## config.mk

```make
export PLATFORM = sky130hd
export DESIGN_NAME = logit_collector_flat
export DESIGN_NICKNAME = d
export VERILOG_FILES = /design/src/rtl/logit_collector_if.sv /design/src/rtl/logit_collector.sv /design/src/flat_wrapper.sv
export SDC_FILE = /design/constraint.sdc
export NUM_CORES = 1
export LEC_CHECK = 0
export ABC_AREA = 1
export BUFFER_PORTS_ARGS = -buffer_cell sky130_fd_sc_hd__buf_2
export CAP_MARGIN = 10
export CORE_AREA = 2 2 160 162
export DETAILED_ROUTE_END_ITERATION = 16
export DIE_AREA = 0 0 162 164
export GPL_TIMING_DRIVEN = 0
export PLACE_DENSITY = 0.78
export SLEW_MARGIN = 20
export SYNTH_ARGS = -nofsm -noshare
export SYNTH_HDL_FRONTEND = slang
export SYNTH_SLANG_ARGS = --single-unit
```

## constraint.sdc

```tcl
create_clock -name Clk -period 4.2 [get_ports Clk]
set_input_delay 0.63 -clock Clk [delete_from_list [all_inputs] [get_ports Clk]]
set_output_delay 0.63 -clock Clk [all_outputs]
set_load 0.02 [all_outputs]
```

## src/rtl/logit_collector_if.sv

```systemverilog
// ============================================================================
//  Module      : logit_collector_if
//  Description : Stream-in / frame-out bundle for logit_collector.
//                Upstream logit stream plus the parallel score frame with
//                its acknowledge, error pulse and good-frame counter.
//  Revision    : 1.0 - initial release
// ============================================================================
`default_nettype none

interface logit_collector_if #(
  parameter int N_CLASSES = 10,
  parameter int DATA_W    = 32
);

  logic [DATA_W-1:0] in_data;
  logic              in_valid;
  logic              in_last;
  logic              in_ready;
  logic [DATA_W-1:0] scores [N_CLASSES];
  logic              scores_valid;
  logic              scores_ack;
  logic              frame_err;
  logic [15:0]       frame_cnt;

  // Producer / consumer side (testbench or surrounding datapath)
  modport master (
    output in_data, in_valid, in_last, scores_ack,
    input  in_ready, scores, scores_valid, frame_err, frame_cnt
  );

  // Collector side
  modport slave (
    input  in_data, in_valid, in_last, scores_ack,
    output in_ready, scores, scores_valid, frame_err, frame_cnt
  );

endinterface

`default_nettype wire

```

## src/rtl/logit_collector.sv

```systemverilog
// ============================================================================
//  Module      : logit_collector
//  Description : Collects N_CLASSES FP32 logits from a valid/ready stream
//                into a register array, presents the frame in parallel
//                until acknowledged, and flags short/long frames.
//  Options     : LOGIT_SIGN_CLAMP_EN - store negative finite logits as +0.
//  Revision    : 1.0 - initial release
// ============================================================================
`default_nettype none

module logit_collector #(
  parameter int N_CLASSES = 10,
  parameter int DATA_W    = 32,
  parameter int CNT_W     = 4
) (
  input  wire logic        Clk,
  input  wire logic        Reset_n,
  logit_collector_if.slave bus
);

  localparam logic [1:0]       c_ST_FILL  = 2'd0;
  localparam logic [1:0]       c_ST_HOLD  = 2'd1;
  localparam logic [1:0]       c_ST_DRAIN = 2'd2;
  localparam logic [CNT_W-1:0] c_IDX_LAST = CNT_W'(N_CLASSES - 1);
  localparam logic [CNT_W-1:0] c_IDX_ONE  = CNT_W'(1);

  logic [1:0]        r_state;
  logic [CNT_W-1:0]  r_idx;
  logic [DATA_W-1:0] r_scores [N_CLASSES];
  logic              r_frame_err;
  logic [15:0]       r_frame_cnt;

  logic              w_in_ready;
  logic              w_xfer;
  logic              w_idx_last;
  logic [DATA_W-1:0] w_data;

  assign w_in_ready = (r_state != c_ST_HOLD);
  assign w_xfer     = bus.in_valid & w_in_ready;
  assign w_idx_last = (r_idx == c_IDX_LAST);

`ifdef LOGIT_SIGN_CLAMP_EN
  // Negative finite values (incl. -0) become +0 so the downstream
  // magnitude compare cannot rank them; NaN/Inf (exponent all ones) pass.
  logic w_is_special;
  assign w_is_special = &bus.in_data[DATA_W-2 -: 8];
  assign w_data = (bus.in_data[DATA_W-1] && !w_is_special) ? '0 : bus.in_data;
`else
  assign w_data = bus.in_data;
`endif

  // Frame-assembly FSM: index, error pulse and good-frame counter
  always_ff @(posedge Clk) begin
    if (!Reset_n) begin
      r_state     <= c_ST_FILL;
      r_idx       <= '0;
      r_frame_err <= 1'b0;
      r_frame_cnt <= '0;
    end else begin
      r_frame_err <= 1'b0;
      case (r_state)
        c_ST_FILL: begin
          if (w_xfer) begin
            if (bus.in_last) begin
              r_idx <= '0;
              if (w_idx_last) begin
                r_state     <= c_ST_HOLD;
                r_frame_cnt <= r_frame_cnt + 16'd1;
              end else begin
                r_frame_err <= 1'b1;
              end
            end else if (w_idx_last) begin
              // Frame overflowed without in_last: report once, then skip to it
              r_frame_err <= 1'b1;
              r_idx       <= '0;
              r_state     <= c_ST_DRAIN;
            end else begin
              r_idx <= r_idx + c_IDX_ONE;
            end
          end
        end
        c_ST_DRAIN: begin
          if (w_xfer && bus.in_last) begin
            r_state <= c_ST_FILL;
          end
        end
        c_ST_HOLD: begin
          if (bus.scores_ack) begin
            r_state <= c_ST_FILL;
          end
        end
        default: begin
          r_state <= c_ST_FILL;
        end
      endcase
    end
  end

  // Score array: written only while filling, frozen in HOLD and DRAIN
  always_ff @(posedge Clk) begin
    if (!Reset_n) begin
      for (int i = 0; i < N_CLASSES; i++) begin
        r_scores[i] <= '0;
      end
    end else if (w_xfer && (r_state == c_ST_FILL)) begin
      r_scores[r_idx] <= w_data;
    end
  end

  generate
    for (genvar g = 0; g < N_CLASSES; g++) begin : g_scores
      assign bus.scores[g] = r_scores[g];
    end
  endgenerate

  assign bus.in_ready     = w_in_ready;
  assign bus.scores_valid = (r_state == c_ST_HOLD);
  assign bus.frame_err    = r_frame_err;
  assign bus.frame_cnt    = r_frame_cnt;

endmodule

`default_nettype wire

```

## src/flat_wrapper.sv

```systemverilog
// flat-port wrapper written by rule: the top's interface ports become plain ports
module logit_collector_flat 
#(
  parameter int N_CLASSES = 10,
  parameter int DATA_W    = 32,
  parameter int CNT_W     = 4
)
  (Clk, Reset_n, bus_in_data, bus_in_valid, bus_in_last, bus_scores_ack, bus_in_ready, bus_scores, bus_scores_valid, bus_frame_err, bus_frame_cnt);
  logit_collector_if #(.N_CLASSES(N_CLASSES), .DATA_W(DATA_W)) bus_i ();
  input  wire logic Clk;
  input  wire logic Reset_n;
  input wire logic [$bits(bus_i.in_data)-1:0] bus_in_data;
  input wire logic [$bits(bus_i.in_valid)-1:0] bus_in_valid;
  input wire logic [$bits(bus_i.in_last)-1:0] bus_in_last;
  input wire logic [$bits(bus_i.scores_ack)-1:0] bus_scores_ack;
  output wire logic [$bits(bus_i.in_ready)-1:0] bus_in_ready;
  output wire logic [$bits(bus_i.scores)-1:0] bus_scores;
  output wire logic [$bits(bus_i.scores_valid)-1:0] bus_scores_valid;
  output wire logic [$bits(bus_i.frame_err)-1:0] bus_frame_err;
  output wire logic [$bits(bus_i.frame_cnt)-1:0] bus_frame_cnt;
  assign bus_i.in_data = bus_in_data;
  assign bus_i.in_valid = bus_in_valid;
  assign bus_i.in_last = bus_in_last;
  assign bus_i.scores_ack = bus_scores_ack;
  assign bus_in_ready = bus_i.in_ready;
  assign bus_scores = {>>{bus_i.scores}};
  assign bus_scores_valid = bus_i.scores_valid;
  assign bus_frame_err = bus_i.frame_err;
  assign bus_frame_cnt = bus_i.frame_cnt;
  logit_collector #(.N_CLASSES(N_CLASSES), .DATA_W(DATA_W), .CNT_W(CNT_W)) u_core (.Clk(Clk), .Reset_n(Reset_n), .bus(bus_i));
endmodule
```

# Word-level counts from Yosys, hierarchy flattened
# Memories as Yosys holds them, arrays and structs flattened.
# Index checks and enable logic that the tools add are counted.
[word_totals] register_bits=23 ramBits=320 in_bits=37 output_inout_bits=339 word_cells=43 mem_count=1
[op_classes] addsub=2 eq_ne=8 n_mux=19 n_bitwise=1 reduce_logical=8
[memory_table] name="u_core.r_scores" depth=10 word_bits=32 read_ports=10 rd_ports_with_merged_regs=0 write_ports=10 line_no="logit_collector.sv:29" source="logic [DATA_W-1:0] r_scores [N_CLASSES];"
[op_table] op="two-way mux 32 bit" n=1
[op_table] op="OR reduction 32 bit" n=1
[op_table] op="adder 16 x 1 -> 16 bit (second input constant)" n=1
[op_table] op="two-way mux 2 bit" n=6
[op_table] op="two-way mux 4 bit" n=3
[op_table] op="two-way mux 1 bit" n=8
[op_table] op="inequality test 2 x 1 -> 1 bit (second input constant)" n=4
[op_table] op="AND reduction 4 bit" n=2
[op_table] op="case mux 2 bit (3 select lines)" n=1
[op_table] op="adder 4 x 1 -> 4 bit (second input constant)" n=1
[op_table] op="equality test 4 bit (second input constant)" n=1
[op_table] op="AND reduction 3 bit" n=1
[op_table] op="equality test 2 x 1 -> 1 bit (second input constant)" n=1
[op_table] op="equality test 2 bit (second input constant)" n=1
[op_table] op="logical AND 1 bit" n=2
[op_table] op="zero test 2 bit" n=1
[op_table] op="inequality test 2 bit (second input constant)" n=1
[op_table] op="AND reduction 2 bit" n=1
[op_table] op="bitwise AND 1 bit" n=1

# Longest topological paths before layout
[depth] word_depth=8 depth_mapped=9 depth_no_buf=8

# Worst setup path before layout
# Ideal clock, no wire load.
[synth_path] path_type="register to register" start="reg u_core.r_idx[1]" end="mem u_core.r_scores[7][0], enable pin" setup_time_ns=0.466 arrival_ns=3.176 required_time_ns=3.734 setup_slack_ns=0.558 stages_incl_launch_ff=6 path_buffers=1 period_less_slack_ns=3.642 path_cell_list="dfxtp_1 -> clkbuf_1 -> nand3_1 -> nor2_1 -> inv_1 -> o21ai_0"
[synth_rtl] element="start: declaration" line_no="logit_collector.sv:28" source="logic [CNT_W-1:0] r_idx;"
[synth_rtl] element="start signal: assignment" line_no="logit_collector.sv:78" source="r_idx <= r_idx + c_IDX_ONE;"
[synth_rtl] element="end: declaration" line_no="logit_collector.sv:29"

==> impl_metrics.json <==
{
  "outcome": "finished, final reports clean",
  "setup_viol": 0,
  "pre_cts_slack_ps": 878,
  "ys_async_sr_fraction_pct": 0,
  "cap_violations": 0,
  "design.die.area_um2": 26600,
  "avgRoutedWirePerCell_um": 20.7,
  "cts-root-buf": "clkbuf_16",
  "initial_core_util_pct": 50.0,
  "cts_setup_buffers": 0,
  "finalSetupTns_ps": 0,
  "cpLargestDelayFamily": "simple AND/OR/NAND/NOR gates",
  "vias_per_cell": 5.23,
  "synth_edf_count": 320,
  "synthTopCellsByArea": "edfxtp_1 (77%), nor2_1 (9.9%), dfxtp_1 (3.7%)",
  "ir_drop_v": 0.000326,
  "grtUsageMet1_pct": 32.0,
  "p_sw_mw": 1.63,
  "holdPathStages": 4,
  "cts_sinks": 343,
  "crit_top_cell": "nand2_2",
  "wl_um": 35000,
  "dp.cells": 1634,
  "use_met2_pct": 44.3,
  "slew_viol_final": 0,
  "postSynthAreaPerCell_um2": 13.5,
  "combPwrFrac_pct": 6.9,
  "timing.fmax_mhz": 338,
  "power_frac_seq_pct": 52.6,
  "start_kind": "register",
  "cts_resized": 0,
  "endpoint": "u_core.r_scores[2][13]$_SDFFCE_PN0P_",
  "io_pins": 376,
  "crit_buf_inv": 1,
  "netlist_area_um2": 12400,
  "crit_path_max_incr_delay_ps": 630,
  "coreArea_um2": 24800,
  "grtUsageMet3_pct": 5.15,
  "r2r_cells": 8,
  "intPower_mw": 5.75,
  "hpwl_um": 24300,
  "r2r_end": "u_core.r_scores[2][13]$_SDFFCE_PN0P_",
  "ys_ff_latch": 343,
  "grtUsageTotal_pct": 25.5,
  "synth_flop_cell": "edfxtp_1",
  "finalNonFillerCells": 1694,
  "p_sw_share_pct": 22.1,
  "arrival_ps": 3080,
  "cp_max_fo": 32,
  "die_h_um": 164,
  "grt_pass1_vias": 8392,
  "path_class": "register to register",
  "post_dp_cell_area_um2": 14900,
  "cts_made_buffers": 34,
  "drc": 0,
  "hp-class": "primary input to register",
  "power_mw": 7.38,
  "synth_fp_nets": 961,
  "first_pass_iters": 6,
  "final_util_pct": 64.6,
  "slew_headroom_pct": 41.2,
  "finalCritPeriodShare_pct": 70.5,
  "overflow": 0,
  "vias": 8867,
  "synth_cell_types": 24,
  "grt_max_degree": 33,
  "netlist_instances": 921,
  "drt_iter0_drc": 1004,
  "cts_tree": "yes",
  "p_leak_nw": 6.78,
  "end_kind": "register",
  "rsz0062_at_grt": "false",
  "reg2reg_from": "u_core.r_state[1]$_SDFFE_PN0P_",
  "num_rows": 58,
  "worstMarginPinSlew_ps": 881,
  "gp_congestion": 0.887,
  "synth_top_area_share_pct": 77.4,
  "postCtsHoldBufs": 0,
  "hold_viol": 0,
  "yosysMostFrequentCell": "nor2_1",
  "r2r_slack_ps": 1240,
  "netlist_top_cells_count": "nor2_1 (327), edfxtp_1 (320), nand2_1 (90), inv_1 (59), buf_2 (25)",
  "power_density_nw_per_um2": 461,
  "antenna_found_initial": 1,
  "antenna_left": 0,
  "cp_cell_sequence": "nor2_1, nand2_2, nor2_4, nand2_2, nor2_2, nand3_1, buf_2, nand2_2",
  "startpoint": "u_core.r_state[1]$_SDFFE_PN0P_",
  "nets": 1380,
  "cp.depth": 8,
  "syn_to_final_growth_pct": 29.1,
  "stdcell_area_um2": 16000,
  "period_minus_slack_ps": 2960,
  "fin_ws_ps": 1240,
  "required_ps": 4320,
  "ys_seq_area_share_pct": 81.1,
  "clk_latency_ps": 490,
  "critPathSlowestCell": "nand2_2",
  "grt_pass1_wl_um": 50000,
  "skew_ps": 9.53,
  "clk_pin_slew_ps": 60,
  "clock_path_buffers": 3,
  "drive_above_1_share_pct": 34.4,
  "hold_slack_ps": 429,
  "yosys.area.top_type": "edfxtp_1",
  "grt.busiest_layer": "met2",
  "htree_num_levels": 2,
  "io_buffers": 375,
  "clockPowerShare_pct": 40.5,
  "die_w_um": 162,
  "yosys_warnings": 0
}
[placed cells by master, fill, tap and decap left out, types with 2 or more instances in the layout]
| master | instances |
|---|---|
| a21oi_1 | 9 |
| buf_1 | 4 |
| buf_12 | 3 |
| buf_16 | 5 |
| buf_2 | 400 |
| bufinv_16 | 4 |
| clkbuf_1 | 17 |
| clkbuf_16 | 35 |
| clkinv_1 | 6 |
| clkinvlp_4 | 2 |
| dfxtp_1 | 23 |
| edfxtp_1 | 320 |
| ha_1 | 3 |
| inv_1 | 59 |
| nand2_1 | 81 |
| nand2_2 | 11 |
| nand3_1 | 22 |
| nand4_1 | 6 |
| nor2_1 | 327 |
| nor2_2 | 3 |
| nor3_1 | 6 |
| o21ai_0 | 6 |
[logic make-up (layout without fill, tap and decap cells)]
group | Yosys count | after routing | synth area share [%]
AND/OR/NAND/NOR | 460 | 460 | 14.6
flip-flops | 343 | 343 | 81.1
buffers and inverters | 96 | 538 | 3.15
AO/OA/AOI/OAI | 17 | 17 | 0.716
adder cells (fa/ha/maj) | 3 | 3 | 0.302
XOR/XNOR | 2 | 2 | 0.141
other | 0 | 1 | 0
[registers in the layout, indices dropped and copies added (netlist names)]
register              cells
u_core.bus.frame_cnt     16
u_core.bus.frame_err      1
u_core.r_state            2
u_core.r_scores         320
u_core.r_idx              4
[routing by layer]
metal,vias up,routed length [um]
met4,0,1170
met3,91,3420
li1,3938,-
met2,584,17800
met5,-,0
met1,4254,12600
[worst min path at each step]
stage                                                 to                            startpoint  slack [ps]
global placement          u_core.r_state[1]$_SDFFE_PN0P_        u_core.r_state[1]$_SDFFE_PN0P_         490
global route              u_core.r_state[0]$_SDFFE_PN0P_                        bus_scores_ack         440
CTS                       u_core.r_state[0]$_SDFFE_PN0P_                        bus_scores_ack         420
finish                    u_core.r_state[0]$_SDFFE_PN0P_                        bus_scores_ack         430
floorplan                 u_core.r_state[1]$_SDFFE_PN0P_        u_core.r_state[1]$_SDFFE_PN0P_         470
detailed placement  u_core.bus.frame_cnt[0]$_SDFFE_PN0P_  u_core.bus.frame_cnt[0]$_SDFFE_PN0P_         510
[power groups by stage]
stage / registers, mW / logic, mW / clock network [mW]
after detailed placement: 3.96 / 0.511 / 0
after global placement: 3.96 / 0.479 / 0
final: 3.88 / 0.509 / 2.99
after CTS: 3.88 / 0.512 / 3.01
after floorplan: 4.12 / 0.101 / 0
after global routing: 3.89 / 0.534 / 3.14
[area by class of cell]
| class | count | area [um2] |
|---|---|---|
| flip-flops and latches | 343 | 10100 |
| fillers | 1831 | 8800 |
| repair buffers | 383 | 2070 |
| multi-input cells | 482 | 1990 |
| clock buffers | 45 | 913 |
| well taps | 330 | 413 |
| inverters | 60 | 225 |
| clock inverters | 14 | 171 |
| plain buffers | 36 | 166 |
| diodes | 1 | 2.50 |
[worst reg2reg max path: cells and delay by family, from the launching register on]
family                 cells  cell delay, ps
and+or+nand+nor            7            1920
buffers and inverters      1             340
DFF                        1             320
No activity file was read; power rests on OpenSTA's default activity.
